### src/rtl/cbus_rr_arbiter_pkg.sv
// ============================================================================
// Module  : cbus_rr_arbiter_pkg
// Brief   : cbus request/response types and arbiter state encoding.
// Revision: 1.0 - initial release
// ============================================================================
`default_nettype none

package cbus_rr_arbiter_pkg;

  typedef enum logic [1:0] {
    MLEN1 = 2'd0,
    MLEN2 = 2'd1,
    MLEN4 = 2'd2,
    MLEN8 = 2'd3
  } cbus_len_t;

  typedef struct packed {
    logic        valid;
    logic        we;
    cbus_len_t   len;
    logic [31:0] addr;
    logic [31:0] wdata;
    logic [3:0]  be;
  } cbus_req_t;

  typedef struct packed {
    logic        ready;
    logic        last;
    logic        err;
    logic [31:0] rdata;
  } cbus_resp_t;

  typedef enum logic [1:0] {
    ARB_IDLE = 2'd0,
    ARB_BUSY = 2'd1,
    ARB_GAP  = 2'd2
  } arb_state_t;

  // Index width that stays legal for a single-entry range.
  function automatic int idx_width(input int n);
    return (n > 1) ? $clog2(n) : 1;
  endfunction

  function automatic logic cbus_done(input cbus_resp_t r);
    return r.ready & r.last;
  endfunction

endpackage

`default_nettype wire

### src/rtl/cbus_rr_arbiter_if.sv
// ============================================================================
// Module  : cbus_rr_arbiter_if
// Brief   : Requester-side and memory-side cbus bundle of the arbiter.
// Revision: 1.0 - initial release
// ============================================================================
`default_nettype none

interface cbus_rr_arbiter_if
  import cbus_rr_arbiter_pkg::*;
#(
  parameter int NUM_REQ = 2
);

  localparam int IDX_W = idx_width(NUM_REQ);

  cbus_req_t  [NUM_REQ-1:0] ireqs;
  cbus_resp_t [NUM_REQ-1:0] iresps;
  cbus_req_t                oreq;
  cbus_resp_t               oresp;
  logic       [IDX_W-1:0]   grant_idx;
  logic                     busy;

  modport slave (
    input  ireqs,
    input  oresp,
    output iresps,
    output oreq,
    output grant_idx,
    output busy
  );

  modport master (
    output ireqs,
    output oresp,
    input  iresps,
    input  oreq,
    input  grant_idx,
    input  busy
  );

endinterface

`default_nettype wire

### src/rtl/cbus_rr_arbiter_rr_pick.sv
// ============================================================================
// Module  : cbus_rr_arbiter_rr_pick
// Brief   : Combinational round-robin search: first valid at or above ptr, wrapping.
// Revision: 1.0 - initial release
// ============================================================================
`default_nettype none

module cbus_rr_arbiter_rr_pick
  import cbus_rr_arbiter_pkg::*;
#(
  parameter int N = 2
) (
  input  wire logic [N-1:0]              valid,
  input  wire logic [idx_width(N)-1:0]   ptr,
  output logic                           any,
  output logic      [idx_width(N)-1:0]   idx
);

  localparam int IDX_W = idx_width(N);

  logic [IDX_W:0]   w_sum;
  logic [IDX_W-1:0] w_cand;

  // Walk offsets from farthest to nearest so the nearest valid entry wins.
  always_comb begin
    any    = 1'b0;
    idx    = '0;
    w_sum  = '0;
    w_cand = '0;
    for (int k = N - 1; k >= 0; k--) begin
      w_sum = {1'b0, ptr} + (IDX_W+1)'(k);
      if (w_sum >= (IDX_W+1)'(N)) begin
        w_sum = w_sum - (IDX_W+1)'(N);
      end
      w_cand = w_sum[IDX_W-1:0];
      if (valid[w_cand]) begin
        any = 1'b1;
        idx = w_cand;
      end
    end
  end

endmodule

`default_nettype wire

### src/rtl/cbus_rr_arbiter.sv
// ============================================================================
// Module  : cbus_rr_arbiter
// Brief   : Round-robin share of one cbus master port among NUM_REQ requesters,
//           grant held until last beat, then released through an idle gap.
// Revision: 1.0 - initial release
// ============================================================================
`default_nettype none

module cbus_rr_arbiter
  import cbus_rr_arbiter_pkg::*;
#(
  parameter int NUM_REQ    = 2,
  parameter int GAP_CYCLES = 1
) (
  input wire logic             clk,
  input wire logic             reset,
  cbus_rr_arbiter_if.slave     bus
);

  localparam int                IDX_W      = idx_width(NUM_REQ);
  localparam int                GAP_W      = idx_width(GAP_CYCLES);
  localparam logic [GAP_W-1:0]  C_GAP_LOAD = GAP_W'(GAP_CYCLES - 1);
  localparam logic [IDX_W-1:0]  C_LAST_IDX = IDX_W'(NUM_REQ - 1);

  arb_state_t       r_state;
  logic [IDX_W-1:0] r_grant_idx;
  logic [IDX_W-1:0] r_rr_ptr;
  logic [GAP_W-1:0] r_gap_cnt;
  logic             r_busy;

  logic [NUM_REQ-1:0] w_valid;
  logic               w_any;
  logic [IDX_W-1:0]   w_pick;
  logic               w_done;
  logic               w_hold;
  logic [IDX_W-1:0]   w_next_ptr;

  for (genvar gi = 0; gi < NUM_REQ; gi++) begin : g_valid
    assign w_valid[gi] = bus.ireqs[gi].valid;
  end

  cbus_rr_arbiter_rr_pick #(
    .N (NUM_REQ)
  ) u_rr_pick (
    .valid (w_valid),
    .ptr   (r_rr_ptr),
    .any   (w_any),
    .idx   (w_pick)
  );

  assign w_done     = cbus_done(bus.oresp);
  assign w_hold     = bus.ireqs[r_grant_idx].valid;
  assign w_next_ptr = (r_grant_idx == C_LAST_IDX) ? '0 : r_grant_idx + IDX_W'(1);

  always_ff @(posedge clk) begin
    if (reset) begin
      r_state     <= ARB_IDLE;
      r_grant_idx <= '0;
      r_rr_ptr    <= '0;
      r_gap_cnt   <= '0;
      r_busy      <= 1'b0;
    end else begin
      case (r_state)
        ARB_IDLE: begin
          if (w_any) begin
            r_state     <= ARB_BUSY;
            r_grant_idx <= w_pick;
            r_busy      <= 1'b1;
          end
        end
        // Completion and abandonment both release the port the same way.
        ARB_BUSY: begin
          if (w_done || !w_hold) begin
            r_state   <= ARB_GAP;
            r_rr_ptr  <= w_next_ptr;
            r_gap_cnt <= C_GAP_LOAD;
            r_busy    <= 1'b0;
          end
        end
        ARB_GAP: begin
          if (r_gap_cnt == '0) begin
            r_state <= ARB_IDLE;
          end else begin
            r_gap_cnt <= r_gap_cnt - GAP_W'(1);
          end
        end
        default: begin
          r_state <= ARB_IDLE;
          r_busy  <= 1'b0;
        end
      endcase
    end
  end

  always_comb begin
    bus.oreq   = '0;
    bus.iresps = '0;
    if (r_state == ARB_BUSY) begin
      if (w_hold) begin
        bus.oreq = bus.ireqs[r_grant_idx];
      end
      bus.iresps[r_grant_idx] = bus.oresp;
    end
  end

  assign bus.grant_idx = r_grant_idx;
  assign bus.busy      = r_busy;

endmodule

`default_nettype wire
### src/flat_wrapper.sv
// flat-port wrapper written by rule: the top's interface ports become plain ports
module cbus_rr_arbiter_flat import cbus_rr_arbiter_pkg::*;
#(
  parameter int NUM_REQ    = 2,
  parameter int GAP_CYCLES = 1
)
  (clk, reset, bus_ireqs, bus_oresp, bus_iresps, bus_oreq, bus_grant_idx, bus_busy);
  cbus_rr_arbiter_if #(.NUM_REQ(NUM_REQ)) bus_i ();
  input wire logic clk;
  input wire logic reset;
  input wire logic [$bits(bus_i.ireqs)-1:0] bus_ireqs;
  input wire logic [$bits(bus_i.oresp)-1:0] bus_oresp;
  output wire logic [$bits(bus_i.iresps)-1:0] bus_iresps;
  output wire logic [$bits(bus_i.oreq)-1:0] bus_oreq;
  output wire logic [$bits(bus_i.grant_idx)-1:0] bus_grant_idx;
  output wire logic [$bits(bus_i.busy)-1:0] bus_busy;
  assign bus_i.ireqs = bus_ireqs;
  assign bus_i.oresp = bus_oresp;
  assign bus_iresps = bus_i.iresps;
  assign bus_oreq = bus_i.oreq;
  assign bus_grant_idx = bus_i.grant_idx;
  assign bus_busy = bus_i.busy;
  cbus_rr_arbiter #(.NUM_REQ(NUM_REQ), .GAP_CYCLES(GAP_CYCLES)) u_core (.clk(clk), .reset(reset), .bus(bus_i));
endmodule
### config.mk
export PLATFORM = sky130hd
export DESIGN_NAME = cbus_rr_arbiter_flat
export DESIGN_NICKNAME = d
export VERILOG_FILES = /design/src/rtl/cbus_rr_arbiter_pkg.sv /design/src/rtl/cbus_rr_arbiter_if.sv /design/src/rtl/cbus_rr_arbiter_rr_pick.sv /design/src/rtl/cbus_rr_arbiter.sv /design/src/flat_wrapper.sv
export SDC_FILE = /design/constraint.sdc
export NUM_CORES = 1
export LEC_CHECK = 0
export CAP_MARGIN = 20
export CORE_AREA = 4 4 124 126
export CTS_BUF_LIST = sky130_fd_sc_hd__clkbuf_8 sky130_fd_sc_hd__clkbuf_16
export CTS_CLUSTER_DIAMETER = 200
export CTS_CLUSTER_SIZE = 25
export DETAILED_ROUTE_END_ITERATION = 6
export DIE_AREA = 0 0 128 130
export PLACE_DENSITY_LB_ADDON = 0.15
export SYNTH_ARGS = -nofsm -noshare
export SYNTH_HDL_FRONTEND = slang
export SYNTH_SLANG_ARGS = --single-unit
### constraint.sdc
create_clock -name clk -period 4 [get_ports clk]
set_clock_uncertainty 0.05 [all_clocks]
set_input_delay 1.2 -clock clk [delete_from_list [all_inputs] [get_ports clk]]
set_output_delay 1.2 -clock clk [all_outputs]
set_load 0.005 [all_outputs]
After elaboration in Yosys (flattened, before gate mapping)
Cells that the tools add are included.
{"block": "totals", "reg_bits": 6, "in_bits": 181}
{"block": "op_classes", "n_bitwise": 3, "magnitude_cmp": 6, "mux": 27, "add_sub_neg": 5, "reduce_logical": 10, "eq_ne": 5}
{"operator": "72-bit 2-to-1 mux", "n": 4}
{"operator": "70-bit AND", "n": 1}
{"operator": "70-bit 2-to-1 mux", "n": 1}
{"operator": "35-bit demux with 1-bit select", "n": 1}
{"operator": "35-bit 2-to-1 mux", "n": 1}
{"operator": "1-bit 2-to-1 mux", "n": 14}
{"operator": "1-bit by 2-bit less-than comparator with 1-bit output (second input constant)", "n": 3}
{"operator": "2-bit 2-to-1 mux", "n": 3}
{"operator": "2-bit case mux with 3 select lines", "n": 1}
{"operator": "2-bit AND reduction", "n": 3}
{"operator": "3-bit AND reduction", "n": 2}
{"operator": "2-bit inequality test (second input constant)", "n": 2}
{"operator": "1-bit case mux with 3 select lines", "n": 1}
{"operator": "1-bit subtractor (second input constant)", "n": 3}
{"operator": "1-bit by 1-bit adder with 2-bit output (second input constant)", "n": 1}
{"operator": "2-bit by 1-bit == test with 1-bit output (second input constant)", "n": 1}
{"operator": "2-bit == test (second input constant)", "n": 1}
{"operator": "1-bit by 2-bit >= comparator with 1-bit output (second input constant)", "n": 1}
{"operator": "2-bit >= comparator (second input constant)", "n": 1}
{"operator": "2-bit zero test", "n": 1}
{"operator": "2-bit by 1-bit inequality test with 1-bit output (second input constant)", "n": 1}
{"operator": "1-bit case mux with 2 select lines", "n": 1}
{"operator": "2-bit nonzero test", "n": 1}
{"operator": "1-bit adder (second input constant)", "n": 1}
{"operator": "6 further kinds", "n": 6}

Longest topological paths before layout
{"block": "logic_depth", "word_depth": 9, "ltp_mapped": 5, "ltp_nobuf": 3}

Cells and area by module
From an unflattened synthesis, not the netlist that was laid out.
{"block": "hier_totals", "cells_unflattened": 268, "hier_area_um2": 1878.1}
{"mod": "cbus_rr_arbiter", "area_each_um2": 1860.5, "cells_each": 265, "n_inst": 1, "seq_area_each_um2": 100.1}
{"mod": "cbus_rr_arbiter_rr_pick", "area_each_um2": 17.5, "cells_each": 3, "n_inst": 1, "seq_area_each_um2": 0.0}

Least setup slack after synthesis
No wires, ideal clock.
{"block": "synth_path", "kind": "input to output", "startpoint": "input bus_ireqs[71]", "endpoint": "output bus_oreq[10]", "setup_slack_ns": 0.819, "arrival_ns": 1.931, "required_ns": 2.750, "path_buffers": 2, "path_stages": 5, "cell_sequence": "mux2_4 nand2b_4 buf_6 buf_12 nor2_4"}
{"block": "synth_via", "elab_chain_len": 4}
{"element": "start, declared", "line": "flat_wrapper.sv:11", "rtl": "input wire logic [$bits(bus_i.ireqs)-1:0] bus_ireqs;"}
{"element": "72-bit 2-to-1 mux (implied by the code) (2 in series)", "line": "cbus_rr_arbiter.sv:52", "rtl": "assign w_hold = bus.ireqs[r_grant_idx].valid;"}
{"element": "72-bit 2-to-1 mux", "line": "cbus_rr_arbiter.sv:99", "rtl": "if (w_hold) begin"}
{"element": "72-bit 2-to-1 mux", "line": "cbus_rr_arbiter.sv:98", "rtl": "if (r_state == ARB_BUSY) begin"}
{"element": "end, declared", "line": "flat_wrapper.sv:14", "rtl": "output wire logic [$bits(bus_i.oreq)-1:0] bus_oreq;"}
No other way between the ends. The select of a mux whose other input is x is not followed.

Worst setup path in the final report
{"block": "layout_path", "startpoint": "input bus_ireqs[71]", "endpoint": "output bus_oreq[45]"}
The elaborated chain is that of the path after synthesis.

==> metrics.csv <==
metric;value;unit
grt_max_degree;69;
rsz0062_at_grt;true;
die_h;130;µm
max_cap_viol_count;0;
start_util;15.0;%
cts-root-buf;clkbuf_16;
syn-num-nets;445;
ctsHoldBuffers;0;
nets;764;
path_cells;clkdlybuf4s50_1 > mux2_4 > nand2b_4 > buf_4 > buf_12 > nor2_1 > dlygate4sd2_1;
place.gp.congestion;0.819;
finalCritPeriodShare;99.2;%
hold_viol;0;
die-width;128;µm
setup_viol;0;
slew_headroom;58.6;%
fp-row-count;44;
crit_path_max_incr_delay;0.42;ns
ys_ff_latch;5;
end_kind;output pin;
whs;0.439;ns
final_layout_size_suffix_gt1_share;11.2;%
cellPowerDensity;145;nW/µm²
place_area;5560;µm²
tightestPinTransition;0.619;ns
synth_area_leader_cell;mux2i_1;
port_buffers;324;
grt_remaining_overflow;0;
placed_cells;759;
synth_area_leaders;mux2i_1, and2_1, nor2_4, nor2_1, dfxtp_1;
cts_buffer_depth;2;
via_count;3015;
wl_per_cell;15.3;µm
io_pins;325;
die_area;16600;µm²
slowest_stage;clkdlybuf4s50_1;
n_fill_cell;1430;
cp-start-kind;primary input;
fin_cells;766;
ys_warn_count;0;
htreeDepth;1;
critPathArrivalTime;2.72;ns
worstSetupPathType;in -> out;
ys_seq_area_share;4.67;%
grt_pass1_wl;16700;µm
final_core_util;39.3;%
design_area;5620;µm²
first_pass_iters;4;
synth.distinct_cells;26;
clock_latency;0.23;ns
hpwl;10100;µm
fmax;252;MHz
status;completed;
antenna_found_initial;0;
core_area;14300;µm²
grt_pass1_vias;3026;
synth_area_per_cell;8.12;µm²
critPathBufInv;4;
tritoncts;built;
syn_area;2140;µm²
slew_violations;0;
cts_sinks;5;
p_leak;2.42;nW
drtAntennaViolNets;0;
drt-initial-drc-count;32;
drc_errors;0;
area_growth;162;%
finalCriticalPeriod;3.97;ns
drt-total-wl;11700;µm
cp.required;2.75;ns
grt_use_total;12.5;%
path_clk_slew;0.03;ns
synthFlopType;dfxtp_1;
ys_async_sr_fraction;0;%
syn_inst;264;
crit_family;buffers and inverters;
numCtsBuffers;3;
num_antenna_cells;0;
synth_top_area_share;33.1;%
ir_drop;112;µV
synth_edf_count;0;
via_per_inst;3.94;
hold_path_class;reg -> reg;
crit_fanout;24;
[metrics by stage]
stage          TNS, ns  worst slack [ns]  total power (W)
3_5_place_dp     -5.22            -0.120         0.000683
2_1_floorplan        0             0.819         0.000314
5_1_grt         -0.418           -0.0283         0.000866
6_report             0            0.0308         0.000813
4_1_cts         -0.746           -0.0820         0.000824
3_3_place_gp     -4.87            -0.114         0.000680
[layout make-up]
type,count,area (µm²),area share [%]
inverter,3,11.3,0.200
clock buffer,3,75.1,1.34
multi-input combinational,234,1850,32.9
tap,184,230,4.10
clock inverter,1,3.75,0.0668
timing repair buffer,336,3350,59.6
sequential,5,104,1.85
[report_power, final]
part | switching (W) | total, W | internal [W]
clock | 0.0000315 | 0.000161 | 0.000129
sequential | 0.00000836 | 0.0000640 | 0.0000556
combinational | 0.000219 | 0.000588 | 0.000370
[synthesized netlist by cell type (3+ instances only)]
cell	n
mux2i_1	71
and2_1	70
nor2_4	32
nor2_1	29
nor2_2	13
buf_2	6
clkbuf_1	6
buf_6	5
dfxtp_1	5
buf_12	3
inv_1	3
nand2_1	3
[worst min-delay path, stage by stage, from the launching register on]
cell and delay, ns:
dfxtp_1 0.31, nand2_1 0.06, a31oi_1 0.07
[metal layers]
layer,track usage (%),part of all wire (%)
met1,12.4,34
met2,24.6,53
met3,4.91,12
met4,2.31,1.2
met5,0,0
[worst paths after layout]
path | startpoint | cells after the start | endpoint | slack (ns)
worst max register to register | u_core.bus.grant_idx$_SDFFE_PP0P_ | 4 | u_core.r_state[0]$_SDFFE_PP0P_ | 2.66
worst max-delay path | bus_ireqs[71] | 7 | bus_oreq[45] | 0.03
worst min register to register | u_core.r_rr_ptr$_SDFFE_PP0P_ | 2 | u_core.r_rr_ptr$_SDFFE_PP0P_ | 0.44
worst min-delay path | u_core.r_rr_ptr$_SDFFE_PP0P_ | 2 | u_core.r_rr_ptr$_SDFFE_PP0P_ | 0.44
[state kept, by name, summed over array words and instances, names as in the netlist]
signal,flops
u_core.r_state,2
u_core.bus.grant_idx,1
u_core.r_rr_ptr,1
u_core.bus.busy,1
[cell families (layout without fill, tap and decap cells)]
family,Yosys count,count (layout),share of synthesized area [%]
and+or+nand+nor,153,153,48.9
muxes,72,72,33.8
buffers and inverters,25,343,9.10
AOI/OAI and AO/OA,9,9,3.50
DFF,5,5,4.67
[placed cells by master (no fill, tap or decap), types with 2 or more instances in the layout]
cell	instances
a211o_1	2
inv_1	4
clkdlybuf4s50_1	251
dlygate4sd2_1	61
dfxtp_1	4
nand2b_4	2
mux2i_1	71
nor2_4	32
dlymetal6s2s_1	12
nand2_1	3
clkbuf_16	3
buf_4	6
buf_12	4
nand3_1	2
nor2_2	13
and2_1	70
nor2_1	29
[repair_timing]
action                                  CTS  global route
gates resized for setup                  61            15
endpoints found under the setup margin   72            11
setup buffers                             0             3
cloned                                    0             0
Power figures use the tool's default switching activity.
